--- config.mk ---
export PLATFORM = sky130hd
export DESIGN_NAME = ex_unit
export DESIGN_NICKNAME = d
export VERILOG_FILES = /design/src/rtl/ex_unit_pkg.sv /design/src/rtl/ex_unit_div.sv /design/src/rtl/ex_unit.sv
export SDC_FILE = /design/constraint.sdc
export NUM_CORES = 1
export LEC_CHECK = 0
export ABC_AREA = 1
export CORE_ASPECT_RATIO = 0.7
export CORE_MARGIN = 3
export CORE_UTILIZATION = 51
export CTS_CLUSTER_SIZE = 16
export DETAILED_ROUTE_END_ITERATION = 10
export GPL_ROUTABILITY_DRIVEN = 0
export MAX_ROUTING_LAYER = met4
export PLACE_DENSITY = 0.79
export RECOVER_POWER = 50
export SLEW_MARGIN = 20
export SYNTH_ARGS = -nofsm -noshare
export SYNTH_HDL_FRONTEND = slang
export SYNTH_SLANG_ARGS = --single-unit
--- constraint.sdc ---
create_clock -name clk -period 0.8 [get_ports clk]
set_input_delay 0.16 -clock clk [delete_from_list [all_inputs] [get_ports clk]]
set_output_delay 0.16 -clock clk [all_outputs]
set_load 0.05 [all_outputs]
--- src/rtl/ex_unit_pkg.sv ---
// ============================================================================
// Module      : ex_unit_pkg
// Description : Shared opcode encodings, register-address constants and the
//               divider state type for the execute stage and its divider.
//               Optional feature macro consumed by users of this package:
//               SIRIUS_EX_DIV_EN (builds the iterative divider).
// Revision    : 1.0  initial release
// ============================================================================
`default_nettype none

package ex_unit_pkg;

    // AluSelBus: result class selected by decode
    localparam logic [2:0] c_EXE_RES_NOP   = 3'b000;
    localparam logic [2:0] c_EXE_RES_LOGIC = 3'b001;
    localparam logic [2:0] c_EXE_RES_SHIFT = 3'b010;
    localparam logic [2:0] c_EXE_RES_DIV   = 3'b110;

    // AluOpBus: operation subtype from decode
    localparam logic [7:0] c_EXE_NOP_OP  = 8'b0000_0000;
    localparam logic [7:0] c_EXE_AND_OP  = 8'b0010_0100;
    localparam logic [7:0] c_EXE_OR_OP   = 8'b0010_0101;
    localparam logic [7:0] c_EXE_XOR_OP  = 8'b0010_0110;
    localparam logic [7:0] c_EXE_NOR_OP  = 8'b0010_0111;
    localparam logic [7:0] c_EXE_SLL_OP  = 8'b0111_1100;
    localparam logic [7:0] c_EXE_SRL_OP  = 8'b0000_0010;
    localparam logic [7:0] c_EXE_SRA_OP  = 8'b0000_0011;
    localparam logic [7:0] c_EXE_DIV_OP  = 8'b0001_1010;
    localparam logic [7:0] c_EXE_DIVU_OP = 8'b0001_1011;

    // SPECIAL-class funct codes of the divide instructions
    localparam logic [5:0] c_EXE_DIV  = 6'b011010;
    localparam logic [5:0] c_EXE_DIVU = 6'b011011;

    // Destination address used when no GPR is written
    localparam logic [4:0] c_NOP_REG_ADDR = 5'b00000;

    // Divider sequencing states
    typedef enum logic [1:0] {
        DIV_IDLE = 2'b00,   // DivFree
        DIV_ON   = 2'b01,   // DivOn
        DIV_END  = 2'b10,   // DivEnd
        DIV_ZERO = 2'b11    // DivByZero
    } div_state_e;

    localparam logic c_DIV_RESULT_READY     = 1'b1;
    localparam logic c_DIV_RESULT_NOT_READY = 1'b0;

endpackage : ex_unit_pkg

`default_nettype wire

--- src/rtl/ex_unit_div.sv ---
// ============================================================================
// Module      : div_radix2
// Description : Iterative radix-2 restoring divider, one quotient bit per
//               cycle. Signed mode divides operand magnitudes, then negates
//               the quotient when operand signs differ and gives the
//               remainder the sign of the dividend. Divide-by-zero returns
//               zero quotient and remainder after a short fixed sequence.
// Ports       : clk, rst (async, active-low)
//               signed_i  - 1: DIV, 0: DIVU
//               start_i   - request a divide (taken only from DIV_IDLE)
//               annul_i   - abandon any divide in progress
//               opdata1_i - dividend, opdata2_i - divisor
//               result_o  - {remainder, quotient}, valid while ready_o
//               ready_o   - high for the single DIV_END cycle
// Revision    : 1.0  initial release
// ============================================================================
`default_nettype none

module div_radix2
    import ex_unit_pkg::*;
#(
    parameter int DATA_W   = 32,
    parameter int DIV_ITER = 32
) (
    input  logic                  clk,
    input  logic                  rst,
    input  logic                  signed_i,
    input  logic                  start_i,
    input  logic                  annul_i,
    input  logic [DATA_W-1:0]     opdata1_i,
    input  logic [DATA_W-1:0]     opdata2_i,
    output logic [2*DATA_W-1:0]   result_o,
    output logic                  ready_o
);

    localparam int                c_CNT_W    = $clog2(DIV_ITER);
    localparam logic [c_CNT_W-1:0] c_CNT_LAST = c_CNT_W'(DIV_ITER - 1);

    div_state_e           r_state;
    div_state_e           w_state_nxt;
    logic [c_CNT_W-1:0]   r_cnt;
    logic [DATA_W-1:0]    r_rem;      // partial remainder
    logic [DATA_W-1:0]    r_quo;      // dividend bits shift out, quotient bits shift in
    logic [DATA_W-1:0]    r_dsr;      // divisor magnitude
    logic                 r_neg_q;
    logic                 r_neg_r;

    logic                 w_accept;
    logic                 w_dvd_neg;
    logic                 w_dsr_neg;
    logic [DATA_W:0]      w_trial;    // 33-bit partial remainder for this step
    logic [DATA_W:0]      w_diff;
    logic                 w_ge;
    logic [DATA_W-1:0]    w_quo_out;
    logic [DATA_W-1:0]    w_rem_out;

    assign w_accept  = start_i & ~annul_i;
    assign w_dvd_neg = signed_i & opdata1_i[DATA_W-1];
    assign w_dsr_neg = signed_i & opdata2_i[DATA_W-1];

    // Restoring step: bring down the next dividend bit and try to subtract.
    // The remainder is always below the divisor, so the trial never exceeds
    // 2*divisor and a clear top bit of the difference means "fits".
    assign w_trial = {r_rem, r_quo[DATA_W-1]};
    assign w_diff  = w_trial - {1'b0, r_dsr};
    assign w_ge    = ~w_diff[DATA_W];

    // -------------------------------------------------------------- FSM
    always_ff @(posedge clk or negedge rst) begin
        if (!rst) begin
            r_state <= DIV_IDLE;
        end else begin
            r_state <= w_state_nxt;
        end
    end

    always_comb begin
        w_state_nxt = r_state;
        case (r_state)
            DIV_IDLE: begin
                if (w_accept) begin
                    w_state_nxt = (opdata2_i == '0) ? DIV_ZERO : DIV_ON;
                end
            end
            DIV_ON: begin
                if (r_cnt == c_CNT_LAST) begin
                    w_state_nxt = DIV_END;
                end
            end
            DIV_ZERO: w_state_nxt = DIV_END;
            DIV_END:  w_state_nxt = DIV_IDLE;
            default:  w_state_nxt = DIV_IDLE;
        endcase
        if (annul_i) begin
            w_state_nxt = DIV_IDLE;
        end
    end

    // --------------------------------------------------------- datapath
    always_ff @(posedge clk or negedge rst) begin
        if (!rst) begin
            r_cnt   <= '0;
            r_rem   <= '0;
            r_quo   <= '0;
            r_dsr   <= '0;
            r_neg_q <= 1'b0;
            r_neg_r <= 1'b0;
        end else if (annul_i) begin
            r_cnt <= '0;
        end else begin
            case (r_state)
                DIV_IDLE: begin
                    if (w_accept) begin
                        r_cnt   <= '0;
                        r_rem   <= '0;
                        r_quo   <= w_dvd_neg ? (-opdata1_i) : opdata1_i;
                        r_dsr   <= w_dsr_neg ? (-opdata2_i) : opdata2_i;
                        r_neg_q <= w_dvd_neg ^ w_dsr_neg;
                        r_neg_r <= w_dvd_neg;
                    end
                end
                DIV_ON: begin
                    r_cnt <= r_cnt + c_CNT_W'(1);
                    r_rem <= w_ge ? w_diff[DATA_W-1:0] : w_trial[DATA_W-1:0];
                    r_quo <= {r_quo[DATA_W-2:0], w_ge};
                end
                DIV_ZERO: begin
                    r_rem   <= '0;
                    r_quo   <= '0;
                    r_neg_q <= 1'b0;
                    r_neg_r <= 1'b0;
                end
                default: begin
                    r_cnt <= '0;
                end
            endcase
        end
    end

    // Sign fix-up; only sampled by the consumer while ready_o is high
    assign w_quo_out = r_neg_q ? (-r_quo) : r_quo;
    assign w_rem_out = r_neg_r ? (-r_rem) : r_rem;

    assign result_o = {w_rem_out, w_quo_out};
    assign ready_o  = (r_state == DIV_END) ? c_DIV_RESULT_READY : c_DIV_RESULT_NOT_READY;

endmodule : div_radix2

`default_nettype wire

--- src/rtl/ex_unit.sv ---
// ============================================================================
// Module      : ex_unit
// Description : Execute stage. Single-cycle logic and shift operations,
//               registered writeback triple for mem stage and EX forwarding,
//               and (when SIRIUS_EX_DIV_EN is defined) DIV/DIVU through an
//               iterative radix-2 divider with a stall request to ctrl.
//               With SIRIUS_EX_DIV_EN undefined, divides behave as NOP and
//               hi_o/lo_o/whilo_o/stallreq_o are constant zero.
// Ports       : clk, rst (async, active-low)
//               valid_i, flush_i, aluop_i[7:0], alusel_i[2:0]
//               reg1_i, reg2_i       - operands
//               wd_i[4:0], wreg_i    - destination and write enable
//               wdata_o, wd_o, wreg_o - registered GPR writeback
//               hi_o, lo_o, whilo_o  - registered HI/LO writeback
//               stallreq_o           - combinational stall request
// Revision    : 1.0  initial release
// ============================================================================
`default_nettype none

module ex_unit
    import ex_unit_pkg::*;
#(
    parameter int DATA_W = 32
`ifdef SIRIUS_EX_DIV_EN
    ,
    parameter int DIV_ITER = 32
`endif
) (
    input  logic              clk,
    input  logic              rst,
    input  logic              valid_i,
    input  logic              flush_i,
    input  logic [7:0]        aluop_i,
    input  logic [2:0]        alusel_i,
    input  logic [DATA_W-1:0] reg1_i,
    input  logic [DATA_W-1:0] reg2_i,
    input  logic [4:0]        wd_i,
    input  logic              wreg_i,
    output logic [DATA_W-1:0] wdata_o,
    output logic [4:0]        wd_o,
    output logic              wreg_o,
    output logic [DATA_W-1:0] hi_o,
    output logic [DATA_W-1:0] lo_o,
    output logic              whilo_o,
    output logic              stallreq_o
);

    localparam int c_SHAMT_W = $clog2(DATA_W);

    logic [c_SHAMT_W-1:0] w_shamt;
    logic [DATA_W-1:0]    w_logic_res;
    logic [DATA_W-1:0]    w_shift_res;
    logic [DATA_W-1:0]    w_wdata;
    logic                 w_wreg;

    logic [DATA_W-1:0]    r_wdata;
    logic [4:0]           r_wd;
    logic                 r_wreg;

    assign w_shamt = reg1_i[c_SHAMT_W-1:0];

    always_comb begin
        w_logic_res = '0;
        case (aluop_i)
            c_EXE_OR_OP:  w_logic_res = reg1_i | reg2_i;
            c_EXE_AND_OP: w_logic_res = reg1_i & reg2_i;
            c_EXE_XOR_OP: w_logic_res = reg1_i ^ reg2_i;
            c_EXE_NOR_OP: w_logic_res = ~(reg1_i | reg2_i);
            default:      w_logic_res = '0;
        endcase
    end

    always_comb begin
        w_shift_res = '0;
        case (aluop_i)
            c_EXE_SLL_OP: w_shift_res = reg2_i << w_shamt;
            c_EXE_SRL_OP: w_shift_res = reg2_i >> w_shamt;
            c_EXE_SRA_OP: w_shift_res = $signed(reg2_i) >>> w_shamt;
            default:      w_shift_res = '0;
        endcase
    end

    // Divides, NOPs and unknown classes all land in the default arm and
    // write no GPR.
    always_comb begin
        w_wdata = '0;
        w_wreg  = 1'b0;
        case (alusel_i)
            c_EXE_RES_LOGIC: begin
                w_wdata = w_logic_res;
                w_wreg  = wreg_i;
            end
            c_EXE_RES_SHIFT: begin
                w_wdata = w_shift_res;
                w_wreg  = wreg_i;
            end
            default: begin
                w_wdata = '0;
                w_wreg  = 1'b0;
            end
        endcase
    end

    always_ff @(posedge clk or negedge rst) begin
        if (!rst) begin
            r_wdata <= '0;
            r_wd    <= c_NOP_REG_ADDR;
            r_wreg  <= 1'b0;
        end else if (flush_i || !valid_i) begin
            r_wdata <= '0;
            r_wd    <= c_NOP_REG_ADDR;
            r_wreg  <= 1'b0;
        end else begin
            r_wdata <= w_wdata;
            r_wd    <= wd_i;
            r_wreg  <= w_wreg;
        end
    end

    assign wdata_o = r_wdata;
    assign wd_o    = r_wd;
    assign wreg_o  = r_wreg;

`ifdef SIRIUS_EX_DIV_EN
    logic                 w_is_div;
    logic                 w_div_signed;
    logic                 w_div_ready;
    logic [2*DATA_W-1:0]  w_div_result;
    logic [DATA_W-1:0]    r_hi;
    logic [DATA_W-1:0]    r_lo;
    logic                 r_whilo;

    assign w_div_signed = (aluop_i == c_EXE_DIV_OP);
    assign w_is_div     = (alusel_i == c_EXE_RES_DIV) &&
                          ((aluop_i == c_EXE_DIV_OP) || (aluop_i == c_EXE_DIVU_OP));

    div_radix2 #(
        .DATA_W   (DATA_W),
        .DIV_ITER (DIV_ITER)
    ) u_div (
        .clk       (clk),
        .rst       (rst),
        .signed_i  (w_div_signed),
        .start_i   (valid_i & w_is_div),
        .annul_i   (flush_i),
        .opdata1_i (reg1_i),
        .opdata2_i (reg2_i),
        .result_o  (w_div_result),
        .ready_o   (w_div_ready)
    );

    // Stall releases in DIV_END so the pipeline advances on the same edge
    // that captures HI/LO.
    assign stallreq_o = valid_i & w_is_div & ~w_div_ready;

    // flush_i wins over a result that is ready on the same edge
    always_ff @(posedge clk or negedge rst) begin
        if (!rst) begin
            r_hi    <= '0;
            r_lo    <= '0;
            r_whilo <= 1'b0;
        end else if (flush_i) begin
            r_whilo <= 1'b0;
        end else if (w_div_ready) begin
            r_hi    <= w_div_result[2*DATA_W-1:DATA_W];
            r_lo    <= w_div_result[DATA_W-1:0];
            r_whilo <= 1'b1;
        end else begin
            r_whilo <= 1'b0;
        end
    end

    assign hi_o    = r_hi;
    assign lo_o    = r_lo;
    assign whilo_o = r_whilo;
`else
    assign stallreq_o = 1'b0;
    assign hi_o       = '0;
    assign lo_o       = '0;
    assign whilo_o    = 1'b0;
`endif

endmodule : ex_unit

`default_nettype wire

==> results.json, run 1 <==
{
  "cts_buffers": 5,
  "yosys_register_bits": 38,
  "yosysWarnings": 0,
  "status": "aborted with a tool error",
  "clock-sinks": 38,
  "dp.cells": 1743,
  "synth_top_family_by_area": "simple AND/OR/NAND/NOR gates",
  "error": "[ERROR GRT-0116] Global routing finished with congestion. Check the congestion regions in the DRC Viewer.",
  "grt_pass1_wl_um": 89220,
  "place_area_um2": 10620,
  "ios": 189,
  "synth_compound_area_frac": 0.1150,
  "grt_pass1_vias": 14740,
  "post-dp-hpwl_um": 27700,
  "fp.dieW_um": 151.3,
  "postSynthCellCount": 1313,
  "synth_edf_count": 0,
  "synth-simple-area-share": 0.4655,
  "htreeDepth": 2,
  "avgSynthCellArea_um2": 5.740,
  "mappedNetlistArea_um2": 7537,
  "synth-xor-area-share": 0,
  "grt_max_degree": 39,
  "synthArstFlopShare": 1.000,
  "grt.total_usage": 0.7396,
  "synth_cell_types": 39,
  "stop_stage": "global routing",
  "cts-root-buf": "clkbuf_16",
  "portBuffers": 122,
  "synthFlopType": "dfrtp_1",
  "grt_overflow_total": 21,
  "cts_buffer_depth": 2,
  "yosys.area_share.adder": 0.1096,
  "ys_seq_area_frac": 0.1262,
  "die_y_um": 107.7,
  "initial_utilization": 0.5312,
  "synthMuxAreaShare": 0,
  "rows": 36
}
[cells by family after synthesis]
kind of cell / Yosys count
and+or+nand+nor: 770
adders and majority gates: 66
AOI/OAI and AO/OA: 161
DFF: 38
buffers and inverters: 277
other: 1
[Yosys cell counts, drive strengths merged, types with 2 or more instances]
master | number | area share
a21oi | 56 | 0.040
buf | 117 | 0.10
clkbuf | 19 | 0.0095
clkinv | 3 | 0.0017
dfrtp | 38 | 0.13
ha | 66 | 0.11
inv | 138 | 0.070
nand2 | 360 | 0.18
nand3 | 336 | 0.22
nand3b | 2 | 0.0020
nand4 | 8 | 0.0086
nor2 | 57 | 0.039
nor3 | 6 | 0.0070
o211ai | 6 | 0.0060
o21a | 2 | 0.0020
o21ai | 80 | 0.053
o22ai | 15 | 0.012
[metrics by stage]
stage          setup WS, ns  hold WS, ns  setup TNS (ns)
4_1_cts             -0.6224       0.4002          -25.46
3_5_place_dp         -1.476       0.1443          -45.01
3_3_place_gp         -1.454       0.1368          -44.10
2_1_floorplan       -0.4906      -0.1356          -15.06
[repair_timing]
action                                  in CTS
setup buffers                               40
endpoints found under the setup margin      72
pin swaps                                  141
resized for setup                          583
gates cloned                                19
hold buffers                                 1
endpoints found under the hold margin       38
[routing by layer]
metal	GRT usage	GRT overflow
met2	0.8700	7
met1	0.7238	0
met5	-	-
met3	0.6233	0
met4	0.6921	14
==> inputs of run 2 (changes only) <==
--- a/config.mk
+++ b/config.mk
@@ -6,14 +6,11 @@
 export NUM_CORES = 1
 export LEC_CHECK = 0
 export ABC_AREA = 1
-export CORE_ASPECT_RATIO = 0.7
 export CORE_MARGIN = 3
-export CORE_UTILIZATION = 51
-export CTS_CLUSTER_SIZE = 16
+export CORE_UTILIZATION = 36
 export DETAILED_ROUTE_END_ITERATION = 10
 export GPL_ROUTABILITY_DRIVEN = 0
-export MAX_ROUTING_LAYER = met4
-export PLACE_DENSITY = 0.79
+export PLACE_DENSITY_LB_ADDON = 0.15
 export RECOVER_POWER = 50
 export SLEW_MARGIN = 20
 export SYNTH_ARGS = -nofsm -noshare
==> run 2 against run 1 <==
  * The flow now finishes, with violations (negative setup slack)
  * Area after synthesis did not move
  * Synthesized cell count did not move
==> results.json, run 2 <==
{
  "status": "finished, violations left",
  "violations": "negative setup slack",
  "place_area_um2": 10910,
  "die_y_um": 150.7,
  "setup_slack_ns": -0.7693,
  "cts-root-buf": "clkbuf_16",
  "cpPeakStageDelay_ns": 0.26,
  "finalHoldViolations": 0,
  "grt_pass1_wl_um": 58260,
  "ios": 189,
  "ir_drop_v": 0.0007083,
  "diodes": 0,
  "worstHoldPathType": "in -> reg",
  "setup.worst_path.class": "in -> reg",
  "core_region_area_um2": 20430,
  "synthArstFlopShare": 1.000,
  "totalPowerFinal_uw": 9887,
  "grt_overflow_total": 0,
  "crit_fanout": 3,
  "grt_max_degree": 39,
  "fp.dieW_um": 150.7,
  "clock-sinks": 38,
  "crit_chain": "buf_8 -> inv_1 -> nand2_1 -> nor2_4 -> nand2_4 -> buf_4 -> clkinv_1 -> nand3_1 -> nand3_1 -> nand3_1 -> nand2_1 -> nand2_1 -> a21oi_2",
  "mappedNetlistArea_um2": 7537,
  "slew_viol_final": 0,
  "setup_viol": 71,
  "synth_cell_types": 39,
  "synth.top_cell.area_share": 0.2218,
  "ant_nets": 0,
  "rsz0062_at_grt": "yes",
  "grt_pass1_vias": 10060,
  "drt_iter0_markers": 1432,
  "grt.total_usage": 0.3393,
  "fin_setup_tns_ns": -26.18,
  "cp_top_family": "simple AND/OR/NAND/NOR gates",
  "wl_per_cell_um": 21.52,
  "avgSynthCellArea_um2": 5.740,
  "synth_edf_count": 0,
  "required_ns": 1.03,
  "fmax_ghz": 0.6372,
  "wl_met3_um": 5373,
  "viasPerCell": 5.778,
  "power.density_nw_per_um2": 733.0,
  "syn_to_final_growth_pct": 78.97,
  "yosys_register_bits": 38,
  "postSynthCellCount": 1313,
  "portBuffers": 122,
  "cp.arrival_ns": 1.80,
  "leakage_uw": 0.006713,
  "final_cell_mix": "nand2_1 (268), nand3_1 (257), buf_4 (201)",
  "synthFlopType": "dfrtp_1",
  "route.detailed.drc": 0,
  "ys_seq_area_frac": 0.1262,
  "cts_buffers": 5,
  "cap_violations": 0,
  "grt_antenna_before_repair": 0,
  "wl_met2_um": 17220,
  "wl_um": 41600,
  "m1WireLength_um": 15170,
  "synth_top_cell_by_area": "nand3_1",
  "initial_utilization": 0.3689,
  "routed.top_layer": "met5",
  "post-dp-hpwl_um": 27240,
  "cp-start-kind": "input pin",
  "cts.clk_slew.worst_paths_ns": 0.06,
  "tritoncts": "built",
  "period_share": 1.962,
  "synth.most_common_cell": "nand2_1",
  "largest_register_ffs": 32,
  "synthTopCellsByArea": "nand3_1 (22%), nand2_1 (18%), dfrtp_1 (13%), ha_1 (11%), buf_4 (7.1%)",
  "ys_top_cells_by_count": "nand2_1 (352), nand3_1 (334), inv_1 (129)",
  "vias": 11170,
  "postLayoutCellArea_um2": 13490,
  "rows": 52,
  "final_common_cell": "nand2_1",
  "min_period_ns": 1.569,
  "crit_buf_inv": 4,
  "yosysWarnings": 0,
  "cts_buffer_depth": 2,
  "endpoint_kind": "flip-flop",
  "drt_pass1_iterations": 9,
  "die_area_um2": 22710,
  "drive_above_1_share": 0.4137,
  "cp_slowest_cell": "nand3_1",
  "layout.nets": 1813,
  "htreeDepth": 2
}
[run 2: cell counts after synthesis]
Identical to the previous run, type by type.
[run 2: tightest hold or removal path, cell delays in order]
cell      delay, ns
clkbuf_2       0.14
nor2_4         0.05
buf_4          0.12
o21ai_2        0.09
nor2_1         0.04
[run 2: cells by family after synthesis]
kind of cell | after synthesis | share of synthesized area
and+or+nand+nor | 770 | 0.4655
buffers and inverters | 277 | 0.1833
AOI/OAI and AO/OA | 161 | 0.1150
adders and majority gates | 66 | 0.1096
DFF | 38 | 0.1262
other | 1 | 0.0004975
[run 2: worst paths after layout]
check                             from     endpoint  slack, ns  cells after the start
setup / recovery            aluop_i[6]  wdata_o[20]      -0.77                     13
hold / removal             alusel_i[2]       wreg_o       0.35                      5
max in group asynchronous          rst  wdata_o[18]       0.08                      3
min in group asynchronous          rst      wd_o[1]       0.42                      3
[run 2: power by group]
| part | switching (uW) | internal, uW |
|---|---|---|
| registers | 11.6 | 1930 |
| clock network | 969 | 1240 |
| logic | 3590 | 2140 |
| total | 4570 | 5310 |
[run 2: layout make-up]
class,instances,area (um^2)
clock inverter,2,12.51
timing repair inverter,1,16.27
multi-input combinational,1064,6729
tap,270,337.8
clock buffer,6,138.9
sequential,38,952.2
inverter,141,624.3
timing repair buffer,411,4678
fill,1706,6940
[run 2: timing repair]
action / in CTS / in global routing
gates cloned: 18 / 5
pin swaps: 72 / 79
setup buffers: 36 / 17
hold endpoints to repair: 38 / 0
setup endpoints to repair: 76 / 71
resized for setup: 350 / 216
hold buffers: 1 / 0
[run 2: metrics by stage]
step	instances	setup WS [ns]	util	hold WS, ns
2_1_floorplan	1378	-0.4906	-	-0.1356
3_3_place_gp	1851	-1.450	0.5342	0.1537
3_5_place_dp	1851	-1.451	0.5342	0.1536
4_1_cts	1913	-0.5972	0.6200	0.3664
5_1_grt	1933	-0.8643	0.6603	0.3777
6_report	1933	-0.7693	0.6603	0.3454
[run 2: per-layer routing]
layer	vias to the layer above	GRT usage
li1	4919	-
met1	5009	0.4355
met2	932	0.5111
met3	307	0.07255
met4	2	0.2212
met5	-	0.01364
No activity file was read; power rests on OpenSTA's default activity.
